## src/rtl/conv_out_reader_if.sv

```systemverilog
// Result stream from conv_out_reader to the host side.
// Valid/ready handshake carrying a 16-bit word and a last-word tag.
interface conv_out_reader_if;
    logic        out_valid;
    logic        out_ready;
    logic [15:0] out_data;
    logic        out_last;

    modport master (
        output out_valid,
        output out_data,
        output out_last,
        input  out_ready
    );

    modport slave (
        input  out_valid,
        input  out_data,
        input  out_last,
        output out_ready
    );
endinterface

```

## src/rtl/conv_out_reader.sv

```systemverilog
// Streams packed convolution results from the output SRAM read port
// to the host with valid/ready backpressure, interlocked with dut_busy.
module conv_out_reader #(
    parameter int FIFO_DEPTH = 4
) (
    input  logic                  clk,
    input  logic                  reset_b,
    input  logic                  rd_start,
    input  logic [11:0]           rd_base,
    input  logic [11:0]           rd_count,
    input  logic                  dut_busy,
    output logic [11:0]           rdr_sram_read_address,
    input  logic [15:0]           sram_rdr_read_data,
    conv_out_reader_if.master     dout,
    output logic                  rd_busy,
    output logic                  rd_done,
    output logic                  rd_err
);
    localparam int AW = $clog2(FIFO_DEPTH);

    typedef enum logic [1:0] {IDLE, ISSUE, DRAIN} state_e;

    state_e      state_q, state_d;
    logic [11:0] addr_q, addr_d;
    logic [11:0] remain_q, remain_d;
    logic        iss_q, iss_d;
    logic        iss_last_q, iss_last_d;
    logic        ret_q, ret_last_q;
    logic        busy_q, busy_d;
    logic        done_q, done_d;
    logic        err_q, err_d;

    logic [16:0]   mem_q [FIFO_DEPTH];
    logic [16:0]   head;
    logic [AW-1:0] wr_ptr_q, wr_ptr_d;
    logic [AW-1:0] rd_ptr_q, rd_ptr_d;
    logic [AW:0]   cnt_q, cnt_d;
    logic [AW+1:0] occ;
    logic          push, pop, can_issue;

    assign head                  = mem_q[rd_ptr_q];
    assign dout.out_valid        = (cnt_q != '0);
    assign dout.out_data         = head[15:0];
    assign dout.out_last         = dout.out_valid & head[16];
    assign rdr_sram_read_address = addr_q;
    assign rd_busy               = busy_q;
    assign rd_done               = done_q;
    assign rd_err                = err_q;

    // Reads issued but not yet pushed count against the free space.
    always_comb begin
        push      = ret_q;
        pop       = dout.out_valid & dout.out_ready;
        wr_ptr_d  = push ? wr_ptr_q + 1'b1 : wr_ptr_q;
        rd_ptr_d  = pop ? rd_ptr_q + 1'b1 : rd_ptr_q;
        cnt_d     = cnt_q + (AW+1)'(push) - (AW+1)'(pop);
        occ       = {1'b0, cnt_q} + (AW+2)'(iss_q)
                  + (AW+2)'(ret_q) - (AW+2)'(pop);
        can_issue = occ < (AW+2)'(FIFO_DEPTH);
    end

    always_comb begin
        state_d    = state_q;
        addr_d     = addr_q;
        remain_d   = remain_q;
        busy_d     = busy_q;
        iss_d      = 1'b0;
        iss_last_d = 1'b0;
        done_d     = 1'b0;
        err_d      = 1'b0;
        unique case (state_q)
            IDLE: begin
                if (rd_start) begin
                    if (dut_busy) begin
                        err_d = 1'b1;
                    end else if (rd_count == 12'd0) begin
                        done_d = 1'b1;
                    end else begin
                        busy_d     = 1'b1;
                        addr_d     = rd_base;
                        iss_d      = 1'b1;
                        iss_last_d = (rd_count == 12'd1);
                        remain_d   = rd_count - 12'd1;
                        state_d    = (rd_count == 12'd1) ? DRAIN : ISSUE;
                    end
                end
            end
            ISSUE: begin
                if (can_issue) begin
                    addr_d     = addr_q + 12'd1;
                    iss_d      = 1'b1;
                    iss_last_d = (remain_q == 12'd1);
                    remain_d   = remain_q - 12'd1;
                    if (remain_q == 12'd1) state_d = DRAIN;
                end
            end
            DRAIN: begin
                if (!iss_q && !ret_q && cnt_d == '0) begin
                    done_d  = 1'b1;
                    busy_d  = 1'b0;
                    state_d = IDLE;
                end
            end
            default: state_d = IDLE;
        endcase
    end

    always_ff @(posedge clk or negedge reset_b) begin
        if (!reset_b) begin
            state_q    <= IDLE;
            addr_q     <= '0;
            remain_q   <= '0;
            busy_q     <= 1'b0;
            done_q     <= 1'b0;
            err_q      <= 1'b0;
            iss_q      <= 1'b0;
            iss_last_q <= 1'b0;
            ret_q      <= 1'b0;
            ret_last_q <= 1'b0;
            wr_ptr_q   <= '0;
            rd_ptr_q   <= '0;
            cnt_q      <= '0;
            for (int i = 0; i < FIFO_DEPTH; i++) mem_q[i] <= '0;
        end else begin
            state_q    <= state_d;
            addr_q     <= addr_d;
            remain_q   <= remain_d;
            busy_q     <= busy_d;
            done_q     <= done_d;
            err_q      <= err_d;
            iss_q      <= iss_d;
            iss_last_q <= iss_last_d;
            ret_q      <= iss_q;
            ret_last_q <= iss_last_q;
            wr_ptr_q   <= wr_ptr_d;
            rd_ptr_q   <= rd_ptr_d;
            cnt_q      <= cnt_d;
            if (push) mem_q[wr_ptr_q] <= {ret_last_q, sram_rdr_read_data};
        end
    end
endmodule
```

## src/flat_wrapper.sv

```systemverilog
// flat-port wrapper written by rule: the top's interface ports become plain ports
module conv_out_reader_flat 
#(
    parameter int FIFO_DEPTH = 4
)
  (clk, reset_b, rd_start, rd_base, rd_count, dut_busy, rdr_sram_read_address, sram_rdr_read_data, rd_busy, rd_done, rd_err, dout_out_valid, dout_out_data, dout_out_last, dout_out_ready);
  conv_out_reader_if dout_i ();
  input  logic clk;
  input  logic reset_b;
  input  logic rd_start;
  input  logic [11:0] rd_base;
  input  logic [11:0] rd_count;
  input  logic dut_busy;
  output logic [11:0] rdr_sram_read_address;
  input  logic [15:0] sram_rdr_read_data;
  output logic rd_busy;
  output logic rd_done;
  output logic rd_err;
  output wire logic [$bits(dout_i.out_valid)-1:0] dout_out_valid;
  output wire logic [$bits(dout_i.out_data)-1:0] dout_out_data;
  output wire logic [$bits(dout_i.out_last)-1:0] dout_out_last;
  input wire logic [$bits(dout_i.out_ready)-1:0] dout_out_ready;
  assign dout_out_valid = dout_i.out_valid;
  assign dout_out_data = dout_i.out_data;
  assign dout_out_last = dout_i.out_last;
  assign dout_i.out_ready = dout_out_ready;
  conv_out_reader #(.FIFO_DEPTH(FIFO_DEPTH)) u_core (.clk(clk), .reset_b(reset_b), .rd_start(rd_start), .rd_base(rd_base), .rd_count(rd_count), .dut_busy(dut_busy), .rdr_sram_read_address(rdr_sram_read_address), .sram_rdr_read_data(sram_rdr_read_data), .dout(dout_i), .rd_busy(rd_busy), .rd_done(rd_done), .rd_err(rd_err));
endmodule
```

## config.mk

```make
export PLATFORM = sky130hd
export DESIGN_NAME = conv_out_reader_flat
export DESIGN_NICKNAME = d
export VERILOG_FILES = /design/src/rtl/conv_out_reader_if.sv /design/src/rtl/conv_out_reader.sv /design/src/flat_wrapper.sv
export SDC_FILE = /design/constraint.sdc
export NUM_CORES = 1
export LEC_CHECK = 0
export BUFFER_PORTS_ARGS = -buffer_cell sky130_fd_sc_hd__buf_2
export CAP_MARGIN = 10
export CORE_AREA = 3 3 108 110
export DETAILED_ROUTE_END_ITERATION = 10
export DIE_AREA = 0 0 111 113
export PLACE_DENSITY = 0.75
export SLEW_MARGIN = 20
export SYNTH_ARGS = -nofsm -noshare
export SYNTH_HDL_FRONTEND = slang
export SYNTH_SLANG_ARGS = --single-unit
export TNS_END_PERCENT = 100
```

## constraint.sdc

```tcl
create_clock -name clk -period 2.7 [get_ports clk]
set_clock_uncertainty 0.05 [all_clocks]
set_input_delay 0.54 -clock clk [delete_from_list [all_inputs] [get_ports clk]]
set_output_delay 0.54 -clock clk [all_outputs]
set_load 0.02 [all_outputs]
```

==> results of run 1 <==
logic make-up (layout without fill, tap and decap cells):
group	after synthesis	count (layout)
multiplexers	87	87
adder cells (fa/ha/maj)	16	16
AO/OA/AOI/OAI	78	78
flip-flops	108	108
AND/OR/NAND/NOR	104	104
buffers and inverters	43	148
XOR/XNOR	13	13
cells in the mapped netlist (all sizes together), types with 5 or more instances:
master,instances,share of area (%)
nand4,6,0.67
clkbuf,11,0.92
mux2,69,14
mux4,17,6.8
a21oi,11,1.2
ha,15,3.4
nand3,9,0.80
nor2,15,1.0
inv,22,1.5
o21ai,11,0.98
buf,10,1.3
nor4,7,0.78
a32oi,7,1.1
nor3,10,1.1
a21o,5,0.67
o32a,6,1.1
dfrtp,108,48
xor2,11,1.7
or3,6,0.76
nand2,24,1.6
a211o,5,0.78
critical path, delay by kind of cell, from the launching register on:
| family | cells | cell delay, ns |
|---|---|---|
| AO/OA/AOI/OAI | 4 | 0.88 |
| adder cells (fa/ha/maj) | 2 | 0.54 |
| buffers and inverters | 2 | 0.12 |
| flip-flops | 1 | 0.41 |
| AND/OR/NAND/NOR | 3 | 0.70 |
worst min path at each step:
stage               cells after the start  slack [ns]                 to         startpoint
floorplan                               0        0.19    u_core.cnt_q[0]            reset_b
global placement                        0        0.28  u_core.ret_last_q  u_core.iss_last_q
detailed placement                      0        0.29  u_core.ret_last_q  u_core.iss_last_q
CTS                                     1        0.09   u_core.mem_q[34]            reset_b
global route                            1        0.09   u_core.mem_q[35]            reset_b
finish                                  1        0.09   u_core.mem_q[34]            reset_b
repair_timing:
| item | in CTS | in global routing |
|---|---|---|
| pin swaps | 0 | 15 |
| setup buffers | 1 | 3 |
| setup endpoints to repair | 3 | 20 |
| gates resized for setup | 1 | 21 |
flip-flops by register name, indices dropped and copies added, names as in the netlist:
register                      flops
u_core.iss_q                      1
u_core.remain_q                  12
u_core.cnt_q                      3
u_core.rd_done                    1
u_core.state_q                    2
u_core.wr_ptr_q                   2
u_core.push                       1
u_core.ret_last_q                 1
u_core.mem_q                     68
u_core.rd_ptr_q                   2
u_core.iss_last_q                 1
u_core.rd_busy                    1
u_core.rd_err                     1
u_core.rdr_sram_read_address     12
per-stage QoR:
| stage | TNS (ns) | total power, W | instance area [um^2] | util [%] | std cells |
|---|---|---|---|---|---|
| detailed placement | -0.861 | 0.00646 | 6340 | 58.8 | 675 |
| CTS | -0.104 | 0.00744 | 6550 | 60.7 | 691 |
| finish | -0.175 | 0.00764 | 6680 | 61.9 | 694 |
| global route | -0.634 | 0.00814 | 6680 | 61.9 | 694 |
| global placement | -0.338 | 0.00627 | 6340 | 58.8 | 675 |
| floorplan | -0.0236 | 0.00533 | 5660 | - | 449 |
power by group through the flow:
| stage | combinational (W) | clock [W] | sequential [W] |
|---|---|---|---|
| 2_1_floorplan | 0.00268 | 0 | 0.00265 |
| 3_3_place_gp | 0.00358 | 0 | 0.00269 |
| 3_5_place_dp | 0.00370 | 0 | 0.00275 |
| 4_1_cts | 0.00373 | 0.000994 | 0.00272 |
| 5_1_grt | 0.00427 | 0.00105 | 0.00282 |
| 6_report | 0.00395 | 0.000959 | 0.00273 |
final cells by class:
class / instances / area, um^2 / share of cell area [%]
well taps: 140 / 175 / 2.62
clock buffers: 12 / 165 / 2.47
multi-input cells: 298 / 2850 / 42.6
inverters: 22 / 85.1 / 1.27
flip-flops and latches: 108 / 2700 / 40.4
clock inverters: 3 / 26.3 / 0.393
repair buffers: 111 / 679 / 10.2
per-layer routing:
metal	part of all wire, %	wire [um]
met1	41	5110
met2	52	6460
met3	5.8	729
met4	1.7	208
met5	0	0
==> results.json, run 1 <==
{
  "num_rows": 38,
  "grt_usage_pct": 20.4,
  "cp_max_fo": 3,
  "die_y_um": 113,
  "grt_pass1_vias": 4234,
  "synthCells": 449,
  "finalCritPeriodShare_pct": 104,
  "p_seq_share_pct": 35.7,
  "area_growth_pct": 19.4,
  "drv_slew": 0,
  "relSlewSlack_pct": 60.2,
  "drtPass1Iterations": 4,
  "design.core.area_um2": 10800,
  "tightest_slew_ns": 0.593,
  "syn_area_per_cell_um2": 12.5,
  "clock_sinks": 108,
  "criticalPathCategory": "reg2reg",
  "status": "finished with violations",
  "path_common_cell": "ha_4",
  "dp_worst_setup_slack_ns": -0.156,
  "overflow": 0,
  "clkPwrFrac_pct": 12.5,
  "critPathCapture": "u_core.remain_q[9]",
  "max_stage_delay_ns": 0.48,
  "synth_nets": 510,
  "cp_slowest_cell": "or4_1",
  "p_int_w": 0.00470,
  "worst_r2r_endpoint": "u_core.remain_q[9]",
  "wl_per_cell_um": 18.0,
  "dpl.hpwl_mm": 8.73,
  "synth_xor_area_share_pct": 2.03,
  "synth_compound_area_share_pct": 10.9,
  "path_cells": "inv_2 > nand3_4 > and2_4 > ha_4 > inv_4 > ha_4 > a21oi_4 > o21a_1 > o32a_1 > or4_1 > a32o_1",
  "wl_mm": 12.5,
  "required_ns": 2.92,
  "cts_root_buffer": "clkbuf_8",
  "timing.rr.start": "u_core.cnt_q[2]",
  "grt_max_degree": 67,
  "top_usage_layer": "met2",
  "io_pins": 78,
  "diodes": 0,
  "max_freq_mhz": 357,
  "clock_latency_ns": 0.37,
  "synth_top_family_by_area": "multiplexers",
  "drtIter0Drc": 292,
  "rsz0062_at_grt": "true",
  "violations": "setup timing",
  "fillCellCount": 880,
  "setup_viol": 3,
  "nNetsFinal": 611,
  "combPwrFrac_pct": 51.7,
  "most-common-layout-cells": "dfrtp_1, buf_2, mux2_2, buf_4, nand2_1",
  "synth_edf_count": 0,
  "synth-simple-area-share_pct": 10.4,
  "holdWs_ns": 0.0855,
  "htree_levels": 3,
  "drive_gt1_share_pct": 45.8,
  "ys.flop_type": "dfrtp_1",
  "gp_congestion": 0.849,
  "ir_drop_mv": 0.696,
  "final_common_cell": "dfrtp_1",
  "netlist_area_um2": 5600,
  "synthArstFlopShare_pct": 100,
  "start_kind": "register",
  "design.die.area_um2": 12500,
  "met1_usage_pct": 25.7,
  "cts_tree": "yes",
  "finalHoldViolations": 0,
  "finalCriticalPeriod_ns": 2.80,
  "reg2reg_slack_ns": -0.10,
  "powerDensity_nw_per_um2": 1140,
  "fin_ws_ns": -0.103,
  "synthAdderAreaFrac_pct": 3.71,
  "antenna_found_initial": 0,
  "cts_buffers": 9,
  "vias": 4171,
  "muxShareOfSynthArea_pct": 20.9,
  "yosysSeqAreaShare_pct": 48.3,
  "hp-class": "in2async",
  "port_buffers": 77,
  "p_switching_w": 0.00295,
  "ant_nets": 0,
  "initial_core_util_pct": 51.9,
  "ys_types": 65,
  "cellLeakagePower_nw": 2.84,
  "end_kind": "register",
  "path_clk_slew_ns": 0.10,
  "yosys_warnings": 0,
  "worst-r2r-cell-count": 11,
  "fp.dieW_um": 111,
  "grt_pass1_wl_mm": 20.7,
  "swShare_pct": 38.6,
  "cts_hold_buf": 0,
  "use_met3_pct": 4.28,
  "viasPerCell": 6.01,
  "arrival_ns": 3.02,
  "synth_seq_cells": 108,
  "post-route-drc-count": 0,
  "cap_violations": 0,
  "cts_buffer_depth": 2,
  "grtUsageMet2_pct": 35.0,
  "startpoint": "u_core.cnt_q[2]"
}
(Power assumes the default switching activity.)
==> inputs of run 2 (changes only) <==
- CELL_PAD_IN_SITES_DETAIL_PLACEMENT: unset -> 0
- CELL_PAD_IN_SITES_GLOBAL_PLACEMENT: unset -> 1
- CORE_AREA: 3 3 108 110 -> 3 3 120 122
- DIE_AREA: 0 0 111 113 -> 0 0 123 125
- HOLD_SLACK_MARGIN: unset -> 0.03
- PLACE_DENSITY: 0.75 -> unset
- PLACE_DENSITY_LB_ADDON: unset -> 0.1
==> results.json, run 2 (same netlist as run 1, synthesis figures left out) <==
{
  "regMostFlops": "u_core.mem_q",
  "setup_viol": 2,
  "max_freq_mhz": 367,
  "ir_drop_mv": 0.483,
  "final_common_cell": "dfrtp_1",
  "end_kind": "register",
  "vias": 4096,
  "design.core.area_um2": 13300,
  "arrival_ns": 2.91,
  "clock_latency_ns": 0.35,
  "io_pins": 78,
  "cts_buffers": 9,
  "antenna_found_initial": 0,
  "finalHoldViolations": 0,
  "grt_max_degree": 46,
  "port_buffers": 77,
  "ant_nets": 0,
  "most-common-layout-cells": "dfrtp_1, buf_2, mux2_2, buf_4, nand2_1",
  "cts_tree": "yes",
  "cts_root_buffer": "clkbuf_16",
  "cap_violations": 0,
  "clock_sinks": 108,
  "dp_worst_setup_slack_ns": -0.122,
  "post-route-util_pct": 51.9,
  "drv_slew": 0,
  "cp_max_fo": 4,
  "hp-class": "in2async",
  "grt_pass1_vias": 4118,
  "path_clk_slew_ns": 0.07,
  "fin_ws_ns": -0.0223,
  "violations": "setup timing",
  "area_growth_pct": 23.2,
  "htree_levels": 3,
  "powerDensity_nw_per_um2": 1180,
  "criticalPathCategory": "reg2reg",
  "worst-r2r-cell-count": 11,
  "start_kind": "register",
  "viasPerCell": 5.58,
  "cts_buffer_depth": 2,
  "design.die.area_um2": 15400,
  "setup_tns_ns": -0.0267,
  "initial_core_util_pct": 42.1,
  "die_y_um": 125,
  "finalCriticalPeriod_ns": 2.72,
  "diodes": 0,
  "fp.dieW_um": 123,
  "post-route-drc-count": 0,
  "rsz0062_at_grt": "true",
  "status": "finished with violations",
  "use_met3_pct": 3.48,
  "tightest_slew_ns": 0.656,
  "reg2reg_slack_ns": -0.02,
  "dpl.hpwl_mm": 9.41,
  "timing.rr.start": "u_core.cnt_q[1]",
  "worst_r2r_endpoint": "u_core.remain_q[9]",
  "cellLeakagePower_nw": 2.90,
  "top_usage_layer": "met2",
  "relSlewSlack_pct": 56.3,
  "grt_usage_pct": 17.6,
  "startpoint": "u_core.cnt_q[1]",
  "nNetsFinal": 614,
  "cts_hold_buf": 0,
  "grtUsageMet2_pct": 30.2,
  "finalCritPeriodShare_pct": 101,
  "drtIter0Drc": 219,
  "drtPass1Iterations": 4,
  "largest_reg_flops": 68,
  "overflow": 0,
  "critPathCapture": "u_core.remain_q[9]",
  "met1_usage_pct": 22.2,
  "wl_mm": 13.5,
  "num_rows": 42,
  "drive_gt1_share_pct": 47.0,
  "required_ns": 2.89,
  "grt_pass1_wl_mm": 21.2,
  "wl_per_cell_um": 18.4,
  "gp_congestion": 0.800
}
[run 2: worst max-delay path, cell delays in order (launching register included)]
cell and delay, ns:
dfrtp_1 0.40, inv_2 0.08, nand3_4 0.07, and2_4 0.15, ha_4 0.27, inv_4 0.04, ha_4 0.25, a21oi_2 0.05
o21a_1 0.19, o32a_1 0.42, or4_1 0.42, a32o_1 0.23
[run 2: cell type report]
type                       instances  area (um^2)
tap                              176          220
clock inverter                     5         66.3
inverter                          22         85.1
sequential                       108         2700
timing repair buffer             114          686
clock buffer                      11          243
multi-input combinational        298         2900
fill                            1180         6400
[run 2: metrics by stage]
stage	hold WS [ns]	total power [W]	std cells	instance area, um^2
CTS	0.149	0.00797	732	6740
global placement	0.285	0.00641	713	6390
finish	0.132	0.00813	734	6900
global route	0.162	0.00868	734	6900
detailed placement	0.285	0.00652	713	6390
floorplan	0.194	0.00533	449	5660
[run 2: metal layers]
metal  up-vias  routed length, um
li1       1915                  -
met1      2070               5780
met2        87               6960
met3        24                512
met4         0                290
met5         -                  0
[run 2: worst min-delay path by stage]
stage	startpoint	endpoint	slack [ns]
2_1_floorplan	reset_b	u_core.cnt_q[0]	0.19
3_3_place_gp	u_core.iss_last_q	u_core.ret_last_q	0.28
3_5_place_dp	u_core.iss_last_q	u_core.ret_last_q	0.28
4_1_cts	reset_b	u_core.mem_q[1]	0.15
5_1_grt	reset_b	u_core.mem_q[1]	0.16
6_report	reset_b	u_core.mem_q[1]	0.13
[run 2: repair_timing]
item	CTS	global route
endpoints found under the setup margin	3	27
cloned	0	1
resized for setup	5	26
pin swaps	0	11
buffers inserted	3	1
[run 2: where the power goes]
part / internal [W] / switching, W / leakage (nW)
combinational: 0.00201 / 0.00205 / 1.49
sequential: 0.00229 / 0.000415 / 1.26
clock: 0.000759 / 0.000608 / 0.149
total: 0.00506 / 0.00307 / 2.90
==> inputs of run 3 (changes only) <==
- CORE_AREA: 3 3 120 122 -> 8 8 125 127
- CTS_CLUSTER_DIAMETER: unset -> 40
- DIE_AREA: 0 0 123 125 -> 0 0 133 135
- PLACE_DENSITY: unset -> 0.77
- PLACE_DENSITY_LB_ADDON: 0.1 -> unset
==> results.json, run 3 (same netlist as run 1, synthesis figures left out) <==
{
  "relSlewSlack_pct": 58.5,
  "clock_latency_ns": 0.35,
  "required_ns": 2.89,
  "combPwrFrac_pct": 49.2,
  "design.die.area_um2": 18000,
  "die_y_um": 135,
  "setup_viol": 0,
  "crit_family": "compound AO/OA/AOI/OAI gates",
  "overflow": 0,
  "wl_per_cell_um": 18.3,
  "clkPwrFrac_pct": 16.2,
  "swShare_pct": 37.9,
  "wl_mm": 13.4,
  "ant_nets": 0,
  "path_clk_slew_ns": 0.07,
  "drive_gt1_share_pct": 45.1,
  "placed_area_um2": 6360,
  "drtIter0Drc": 221,
  "finalCriticalPeriod_ns": 2.68,
  "tightest_slew_ns": 0.619,
  "p_total_w": 0.00786,
  "htree_levels": 3,
  "path_buf_inv": 2,
  "diodes": 0,
  "path_common_cell": "ha_4",
  "status": "complete, no violations",
  "end_kind": "register",
  "grt_pass1_wl_mm": 22.8,
  "io_pins": 78,
  "grt_usage_pct": 15.6,
  "most-common-layout-cells": "dfrtp_1, buf_2, mux2_2, buf_4, nand2_1",
  "start_kind": "register",
  "regMostFlops": "u_core.mem_q",
  "design_area_um2": 6780,
  "drv_slew": 0,
  "nNetsFinal": 608,
  "initial_core_util_pct": 41.1,
  "vias": 4062,
  "p_int_w": 0.00488,
  "max_freq_mhz": 373,
  "criticalPathCategory": "reg2reg",
  "grt_pass1_vias": 4473,
  "viasPerCell": 5.55,
  "final_common_cell": "dfrtp_1",
  "cts_buffer_depth": 2,
  "num_rows": 43,
  "setup_tns_ns": 0,
  "largest_reg_flops": 68,
  "p_seq_share_pct": 34.6,
  "cts_tree": "yes",
  "ir_drop_mv": 0.590,
  "area_growth_pct": 21.1,
  "p_switching_w": 0.00298,
  "clock_sinks": 108,
  "cts_root_buffer": "clkbuf_16",
  "cellLeakagePower_nw": 2.85,
  "post-route-drc-count": 0,
  "antenna_found_initial": 0,
  "path_cells": "inv_2 > nand3_4 > and2_4 > ha_4 > inv_4 > ha_4 > a21oi_2 > o21a_1 > o32a_1 > or4_1 > a32o_1",
  "hp-class": "in2async",
  "cp_slowest_cell": "dfrtp_1",
  "cts_buffers": 9,
  "rsz0062_at_grt": "true",
  "cts_hold_buf": 0,
  "finalHoldViolations": 0,
  "grt_max_degree": 46,
  "port_buffers": 77,
  "fp.dieW_um": 133,
  "powerDensity_nw_per_um2": 1160,
  "cp_max_fo": 3,
  "gp_congestion": 0.844,
  "dpl.hpwl_mm": 9.47,
  "cap_violations": 0,
  "design.core.area_um2": 13600,
  "arrival_ns": 2.87,
  "finalCritPeriodShare_pct": 99.4,
  "drtPass1Iterations": 4,
  "max_stage_delay_ns": 0.41
}
==> run 3: layout make-up <==
type / instances / area (um^2)
multi-input combinational: 298 / 2840
sequential: 108 / 2700
timing repair buffer: 108 / 641
clock buffer: 13 / 260
inverter: 22 / 85.1
clock inverter: 3 / 26.3
tap: 180 / 225
fill: 1219 / 6830
==> run 3: what timing repair did <==
action / in CTS / in global routing
setup endpoints to repair: 7 / 19
pin swaps: 1 / 1
setup buffers: 2 / 1
resized for setup: 3 / 18
gates cloned: 0 / 0
==> run 3: metal layers <==
layer,track usage [%],vias up,routed length (um),share of wire (%)
met5,0,-,0,0
met4,4.73,0,223,1.7
met3,4.38,20,667,5.0
met2,26.0,106,6600,49
met1,19.3,2047,5940,44
li1,-,1889,-,-
==> run 3: worst paths after layout <==
check                                       start            endpoint  slack [ns]  depth (start not counted)
worst max-delay path              u_core.cnt_q[2]  u_core.remain_q[9]        0.02                         11
worst min-delay path                      reset_b    u_core.mem_q[51]        0.14                          1
worst max register to register    u_core.cnt_q[2]  u_core.remain_q[9]        0.02                         11
worst min register to register  u_core.iss_last_q   u_core.ret_last_q        0.35                          0
max in group asynchronous                 reset_b  u_core.remain_q[5]        1.66                          2
min in group clk                u_core.iss_last_q   u_core.ret_last_q        0.35                          0
==> run 3: metrics by stage <==
stage	setup WS (ns)	util [%]	instances	hold slack [ns]
6_report	0.0156	49.8	732	0.136
5_1_grt	-0.128	49.8	732	0.185
4_1_cts	-0.00846	49.0	731	0.160
3_5_place_dp	-0.126	46.8	713	0.333
3_3_place_gp	-0.0949	46.8	713	0.329
2_1_floorplan	-0.0113	-	449	0.194
==> run 3: power groups by stage <==
stage | sequential, W | clock, W | combinational, W
6_report | 0.00272 | 0.00127 | 0.00386
5_1_grt | 0.00282 | 0.00138 | 0.00422
4_1_cts | 0.00271 | 0.00133 | 0.00378
3_5_place_dp | 0.00274 | 0 | 0.00373
3_3_place_gp | 0.00268 | 0 | 0.00362
2_1_floorplan | 0.00265 | 0 | 0.00268
==> run 3: worst register-to-register path, cell delays in order, from the launching register on <==
cell and delay [ns]:
dfrtp_1 0.41, inv_2 0.09, nand3_4 0.07, and2_4 0.15, ha_4 0.26, inv_4 0.04, ha_4 0.25, a21oi_2 0.05
o21a_1 0.22, o32a_1 0.34, or4_1 0.41, a32o_1 0.23
